===== config.mk =====
export PLATFORM = sky130hd
export DESIGN_NAME = fetch_prefetch_queue_flat
export DESIGN_NICKNAME = d
export VERILOG_FILES = /design/src/rtl/fetch_prefetch_queue_if.sv /design/src/rtl/fetch_prefetch_queue.sv /design/src/flat_wrapper.sv
export SDC_FILE = /design/constraint.sdc
export NUM_CORES = 1
export LEC_CHECK = 0
export BUFFER_PORTS_ARGS = -buffer_cell sky130_fd_sc_hd__buf_4
export CORE_MARGIN = 5
export CORE_UTILIZATION = 32
export DETAILED_ROUTE_END_ITERATION = 12
export PLACE_DENSITY = 0.54
export SYNTH_ARGS = -nofsm -noshare
export SYNTH_HDL_FRONTEND = slang
export SYNTH_SLANG_ARGS = --single-unit

===== constraint.sdc =====
create_clock -name clk_i -period 19.8 [get_ports clk_i]
set_clock_uncertainty 0.15 [all_clocks]
set_input_delay 0.99 -clock clk_i [delete_from_list [all_inputs] [get_ports clk_i]]
set_output_delay 0.99 -clock clk_i [all_outputs]
set_load 0.02 [all_outputs]

===== src/rtl/fetch_prefetch_queue_if.sv =====
// Fetch-unit bus bundle: memory read port, redirect input and the instruction
// valid/ready output. The master modport is the fetch unit; slave is its environment.
interface fetch_prefetch_queue_if #(
  parameter int unsigned DataSize = 32,
  parameter int unsigned Depth    = 4
);
  localparam int unsigned CountW = $clog2(Depth + 1);

  logic                mem_rd_en;
  logic [DataSize-1:0] mem_addr;
  logic                mem_ack;
  logic [31:0]         mem_rd_data;
  logic                redirect;
  logic [DataSize-1:0] redirect_pc;
  logic                inst_valid;
  logic                inst_ready;
  logic [31:0]         inst;
  logic [DataSize-1:0] inst_pc;
  logic [CountW-1:0]   count;

  modport master (
    output mem_rd_en, mem_addr, inst_valid, inst, inst_pc, count,
    input  mem_ack, mem_rd_data, redirect, redirect_pc, inst_ready
  );

  modport slave (
    input  mem_rd_en, mem_addr, inst_valid, inst, inst_pc, count,
    output mem_ack, mem_rd_data, redirect, redirect_pc, inst_ready
  );
endinterface


===== src/rtl/fetch_prefetch_queue.sv =====
// Instruction fetch unit with a prefetch FIFO. Fetches sequential 32-bit words
// ahead of the consumer, queues {inst, pc} pairs and hands them out through a
// valid/ready handshake. A redirect flushes the queue and restarts fetch.
module fetch_prefetch_queue #(
  parameter int unsigned        DataSize = 32,
  parameter int unsigned        Depth    = 4,
  parameter logic [DataSize-1:0] ResetPc = '0
) (
  input logic                    clk_i,
  input logic                    rst_i,
  fetch_prefetch_queue_if.master bus_io
);
  localparam int unsigned PtrW   = $clog2(Depth);
  localparam int unsigned CountW = $clog2(Depth + 1);
  localparam logic [DataSize-1:0] AlignMask = ~DataSize'(3);

  typedef enum logic [1:0] {StIdle, StRequest, StDiscard} state_e;

  state_e              state_q, state_d;
  logic [DataSize-1:0] fetch_pc_q, fetch_pc_d;
  logic [DataSize-1:0] pend_addr_q, pend_addr_d;
  logic [PtrW-1:0]     rd_ptr_q, rd_ptr_d, wr_ptr_q, wr_ptr_d;
  logic [CountW-1:0]   count_q, count_d;
  logic [31:0]         inst_mem_q [Depth];
  logic [DataSize-1:0] pc_mem_q [Depth];

  logic                push, pop;
  logic [CountW-1:0]   count_after_push;

  // Next-state logic: fetch FSM, pointers and occupancy; redirect overrides push/pop.
  always_comb begin
    state_d          = state_q;
    fetch_pc_d       = fetch_pc_q;
    pend_addr_d      = pend_addr_q;
    rd_ptr_d         = rd_ptr_q;
    wr_ptr_d         = wr_ptr_q;
    count_d          = count_q;
    push             = 1'b0;
    pop              = (count_q != '0) && bus_io.inst_ready;
    count_after_push = count_q + CountW'(1) - CountW'(pop);

    unique case (state_q)
      StIdle: begin
        if (!bus_io.redirect && (count_q < CountW'(Depth))) state_d = StRequest;
      end
      StRequest: begin
        if (bus_io.redirect) begin
          // An acked word is stale once redirected; otherwise wait out the request.
          if (bus_io.mem_ack) begin
            state_d = StIdle;
          end else begin
            state_d     = StDiscard;
            pend_addr_d = fetch_pc_q;
          end
        end else if (bus_io.mem_ack) begin
          push       = 1'b1;
          fetch_pc_d = fetch_pc_q + DataSize'(4);
          if (count_after_push >= CountW'(Depth)) state_d = StIdle;
        end
      end
      StDiscard: begin
        if (bus_io.mem_ack) state_d = StIdle;
      end
      default: state_d = StIdle;
    endcase

    if (bus_io.redirect) begin
      count_d    = '0;
      rd_ptr_d   = '0;
      wr_ptr_d   = '0;
      fetch_pc_d = bus_io.redirect_pc & AlignMask;
    end else begin
      if (push) wr_ptr_d = wr_ptr_q + PtrW'(1);
      if (pop)  rd_ptr_d = rd_ptr_q + PtrW'(1);
      count_d = count_q + CountW'(push) - CountW'(pop);
    end
  end

  // Control state registers.
  always_ff @(posedge clk_i or posedge rst_i) begin
    if (rst_i) begin
      state_q     <= StIdle;
      fetch_pc_q  <= ResetPc & AlignMask;
      pend_addr_q <= '0;
      rd_ptr_q    <= '0;
      wr_ptr_q    <= '0;
      count_q     <= '0;
    end else begin
      state_q     <= state_d;
      fetch_pc_q  <= fetch_pc_d;
      pend_addr_q <= pend_addr_d;
      rd_ptr_q    <= rd_ptr_d;
      wr_ptr_q    <= wr_ptr_d;
      count_q     <= count_d;
    end
  end

  // Queue storage; cleared on reset so the head reads zero when empty after reset.
  always_ff @(posedge clk_i or posedge rst_i) begin
    if (rst_i) begin
      for (int i = 0; i < Depth; i++) begin
        inst_mem_q[i] <= '0;
        pc_mem_q[i]   <= '0;
      end
    end else if (push) begin
      inst_mem_q[wr_ptr_q] <= bus_io.mem_rd_data;
      pc_mem_q[wr_ptr_q]   <= fetch_pc_q;
    end
  end

  // Outputs: DISCARD keeps presenting the abandoned address until its ack.
  always_comb begin
    bus_io.mem_rd_en  = (state_q != StIdle);
    bus_io.mem_addr   = (state_q == StDiscard) ? pend_addr_q : fetch_pc_q;
    bus_io.inst_valid = (count_q != '0);
    bus_io.inst       = inst_mem_q[rd_ptr_q];
    bus_io.inst_pc    = pc_mem_q[rd_ptr_q];
    bus_io.count      = count_q;
  end
endmodule

===== src/flat_wrapper.sv =====
// flat-port wrapper written by rule: the top's interface ports become plain ports
module fetch_prefetch_queue_flat 
#(
  parameter int unsigned        DataSize = 32,
  parameter int unsigned        Depth    = 4,
  parameter logic [DataSize-1:0] ResetPc = '0
)
  (clk_i, rst_i, bus_io_mem_rd_en, bus_io_mem_addr, bus_io_inst_valid, bus_io_inst, bus_io_inst_pc, bus_io_count, bus_io_mem_ack, bus_io_mem_rd_data, bus_io_redirect, bus_io_redirect_pc, bus_io_inst_ready);
  fetch_prefetch_queue_if #(.DataSize(DataSize), .Depth(Depth)) bus_io_i ();
  input logic clk_i;
  input logic rst_i;
  output wire logic [$bits(bus_io_i.mem_rd_en)-1:0] bus_io_mem_rd_en;
  output wire logic [$bits(bus_io_i.mem_addr)-1:0] bus_io_mem_addr;
  output wire logic [$bits(bus_io_i.inst_valid)-1:0] bus_io_inst_valid;
  output wire logic [$bits(bus_io_i.inst)-1:0] bus_io_inst;
  output wire logic [$bits(bus_io_i.inst_pc)-1:0] bus_io_inst_pc;
  output wire logic [$bits(bus_io_i.count)-1:0] bus_io_count;
  input wire logic [$bits(bus_io_i.mem_ack)-1:0] bus_io_mem_ack;
  input wire logic [$bits(bus_io_i.mem_rd_data)-1:0] bus_io_mem_rd_data;
  input wire logic [$bits(bus_io_i.redirect)-1:0] bus_io_redirect;
  input wire logic [$bits(bus_io_i.redirect_pc)-1:0] bus_io_redirect_pc;
  input wire logic [$bits(bus_io_i.inst_ready)-1:0] bus_io_inst_ready;
  assign bus_io_mem_rd_en = bus_io_i.mem_rd_en;
  assign bus_io_mem_addr = bus_io_i.mem_addr;
  assign bus_io_inst_valid = bus_io_i.inst_valid;
  assign bus_io_inst = bus_io_i.inst;
  assign bus_io_inst_pc = bus_io_i.inst_pc;
  assign bus_io_count = bus_io_i.count;
  assign bus_io_i.mem_ack = bus_io_mem_ack;
  assign bus_io_i.mem_rd_data = bus_io_mem_rd_data;
  assign bus_io_i.redirect = bus_io_redirect;
  assign bus_io_i.redirect_pc = bus_io_redirect_pc;
  assign bus_io_i.inst_ready = bus_io_inst_ready;
  fetch_prefetch_queue #(.DataSize(DataSize), .Depth(Depth), .ResetPc(ResetPc)) u_core (.clk_i(clk_i), .rst_i(rst_i), .bus_io(bus_io_i));
endmodule

==> impl_results.md <==
* Run status: complete, no violations
* Met1 usage at 0.197
* Area Overhead vs Synth at 20.3%
* Worst R2R Start: u_core.fetch_pc_q[2]
* DRT Wirelength at about 34,000 um
* Dominant cell type by area after synthesis: dfrtp_1
* Kind of critical path: reg2out
* DP Area at ~0.016 sq mm
* Die Span Y at 223 um
* Critical R2R Capture: u_core.fetch_pc_q[28]
* CTS Hold Buffers Added at 0
* Largest net degree at the start of global routing at 120
* Most frequent cells after synthesis: dfrtp_1 (317), mux2_2 (285), mux4_2 (62), buf_2 (57), nand2_1 (44)
* Via count at approximately 8.4k
* DRC viols at 0
* Nets at around 1.2k
* Critical Path Source Type: flip-flop
* Antenna viol nets, final at 0
* Final-report setup violation count at 0
* Multi-input gate area at just over 0.006 sq mm
* Power per standard cell area at about 140 mW/mm^2
* Congestion Overflow GR at 0
* Max_cap viols at 0
* Period minus WS final at 4.11 ns
* Fillers at 4,287
* Syn avg cell area at 14.9 sq um
* Most used flip-flop cell after synthesis: dfrtp_1
* Final Power at between 2 and 2.5 mW
* IO Port Bufs at about 160
* Worst Max-Slew Pin Slew at 1.12 ns
* GRT Util Overall at 0.141
* Synth cell types at 45
* Synthesized area at roughly 0.015 sq mm
* Setup TNS at 0 ns
* Post-synthesis cell count at between 900 and 1k
* Area share of the largest cell type after synthesis at 0.547
* Sink Count at roughly 320
* Hold EP: u_core.pc_mem_q[72]
* Synth top area cells: dfrtp_1 (55%), mux2_2 (22%), mux4_2 (9.6%), buf_2 (2.0%), mux2_1 (1.6%)
* Sw Share at 0.311
* Worst-path fanout max at 33
* Setup Fix Bufs, Post-CTS at 0
* CTS Buf Count at 38
* FF-to-FF setup slack at around 17 ns
* Register area at a little under 0.008 sq mm
* CP startpoint: u_core.rd_ptr_q[0]
* RSZ-0062 raised after global routing: false
* # IOs at 170
* Tcrit/Tclk final at 0.207
* Vias in the first global route at ~9.2k
* Share of cells above drive strength 1 at 0.529
* Post-synth EDFFs at 0
* Reg clk slew, reported paths at 0.06 ns
* Relative slew slack at 0.251
* Initial antenna violation count at 0
* Maximum VDD drop at 0.0000618 V
* Worst Hold Path Cells at 2
* #FFs+latches synth at ~320
* H-tree levels at 2
* Placer's final routability congestion estimate at a little over 0.7
* Worst Hold Class: reg2reg
* Setup crit end kind: primary output
* WP data arrival at between 2 and 3 ns
* GR Layer Usage met3 at 0.0295
* First-pass GRT wire length at 55,600 um
* Reg2Reg Depth at 6
* Clk buf depth at 3
* Leakage dissipation at 8.10 nW
* Met2 usage at 0.225
* Post-CTS sizing at 0
* Iter 0 DRT Violations at 367
* Core Area at between 0.04 and 0.05 sq mm
* Clk pwr share at 0.290
* Cell Int Power at between 1.5 and 2 mW
* Ys Warns at 0
* Die footprint at between 0.04 and 0.05 sq mm
* Final Instance Area at approximately 0.017 sq mm
* Final Hold Viols at 0
* Slew Viols, Final at 0
* Seq/Total Area, Yosys at 0.547
* Combinational Power Share at 0.324
* CTS tree: done
* Sequential share of power at 0.387
* Synth async-reset ratio at 1.00
* Row Count at 78
* Diode count at 0
* Min-delay src: u_core.pc_mem_q[72]
* Critical path data required time at 18.66 ns
* Most common cell in the netlist: dfrtp_1
* Sw Pwr at 0.765 mW
* DPL Wire Length at about 21,000 um
* Die width at ~220 um
* Worst skew pair latency at roughly 0.55 ns
* Root Driver: clkbuf_16
* Initial core utilization at 0.322
* Vias per cell at a little under 5
* Layer with the highest usage: met2
* Number of detailed-route iterations in the first pass at 4
* Max Freq at around 240 MHz
* Detailed-route wire length per cell at 19.9 um
cells by family (layout without fill, tap and decap cells):
| kind of cell | count (synthesis) | after routing | synth area share |
|---|---|---|---|
| other | 1 | 4 | 0.000259 |
| DFF | 317 | 317 | 0.547 |
| adders and majority gates | 9 | 9 | 0.00828 |
| buffers and inverters | 95 | 250 | 0.0318 |
| muxes | 370 | 370 | 0.335 |
| and+or+nand+nor | 109 | 109 | 0.0442 |
| AOI/OAI and AO/OA | 35 | 35 | 0.0125 |
| xor gates and xnor gates | 34 | 34 | 0.0205 |
power by group through the flow:
stage / clock [mW] / combinational, mW / sequential [mW]
3_3_place_gp: 0 / 0.807 / 0.957
6_report: 0.713 / 0.797 / 0.952
3_5_place_dp: 0 / 0.816 / 0.964
5_1_grt: 0.763 / 0.860 / 0.979
2_1_floorplan: 0 / 0.569 / 0.902
4_1_cts: 0.739 / 0.818 / 0.954
per-layer routing:
layer,vias to the layer above,share of wire
li1,3764,-
met1,4417,0.46
met2,171,0.48
met3,45,0.046
met4,0,0.020
met5,-,0
how the worst max path moves through the flow:
| stage | end | slack, ns |
|---|---|---|
| 2_1_floorplan | u_core.bus_io.count[0] | 9.89 |
| 3_3_place_gp | bus_io_inst_pc[31] | 16.16 |
| 3_5_place_dp | bus_io_inst_pc[31] | 16.17 |
| 4_1_cts | bus_io_inst_pc[31] | 15.55 |
| 5_1_grt | bus_io_inst_pc[31] | 15.53 |
| 6_report | bus_io_inst_pc[31] | 15.69 |
per-stage QoR:
step                      hold slack [ns]   util  setup WS, ns  cells
after detailed placement            0.321  0.358         16.17   1660
after global routing                0.344  0.387         15.53   1728
final                               0.332  0.387         15.69   1728
after global placement              0.307  0.358         16.16   1660
after floorplan                     0.295      -          9.89    973
after CTS                           0.333  0.387         15.55   1728
cells in the final DEF, fill, tap and decap left out, types with 2 or more instances in the layout:
| cell type | count |
|---|---|
| buf_4 | 172 |
| o21ai_0 | 28 |
| nand4_1 | 14 |
| nor2b_1 | 2 |
| dfrtp_4 | 2 |
| nand3_1 | 10 |
| and4_1 | 2 |
| inv_1 | 9 |
| ha_1 | 8 |
| nor4_1 | 3 |
| nor2_1 | 12 |
| mux2i_1 | 2 |
| dfrtp_1 | 315 |
| clkbuf_8 | 11 |
| mux2_1 | 21 |
| xor2_1 | 25 |
| mux4_2 | 62 |
| xnor2_1 | 9 |
| clkinv_2 | 4 |
| mux2_2 | 285 |
| bufinv_16 | 3 |
| clkbuf_16 | 38 |
| inv_6 | 3 |
| nand2_4 | 4 |
| o21ai_1 | 5 |
| conb_1 | 4 |
| nand2_1 | 44 |
| clkbuf_1 | 8 |
sequential cells by signal (all words and copies together) (netlist names):
signal and count:
u_core.pc_mem_q 120, u_core.state_q 2, u_core.wr_ptr_q 2, u_core.rd_ptr_q 2
u_core.fetch_pc_q 30, u_core.inst_mem_q 128, u_core.pend_addr_q 30, u_core.bus_io.count 3
layout make-up:
type | count | area share
inverters | 10 | 0.00258
well taps | 600 | 0.0431
multi-input cells | 561 | 0.351
flip-flops and latches | 317 | 0.455
clock buffers | 57 | 0.0649
repair buffers | 172 | 0.0741
clock inverters | 11 | 0.00875
critical path, stage by stage (launching register included):
cell and delay, ns:
dfrtp_4 0.82, buf_4 0.68, mux4_2 0.65, buf_4 0.19
No activity file was read; power rests on OpenSTA's default activity.
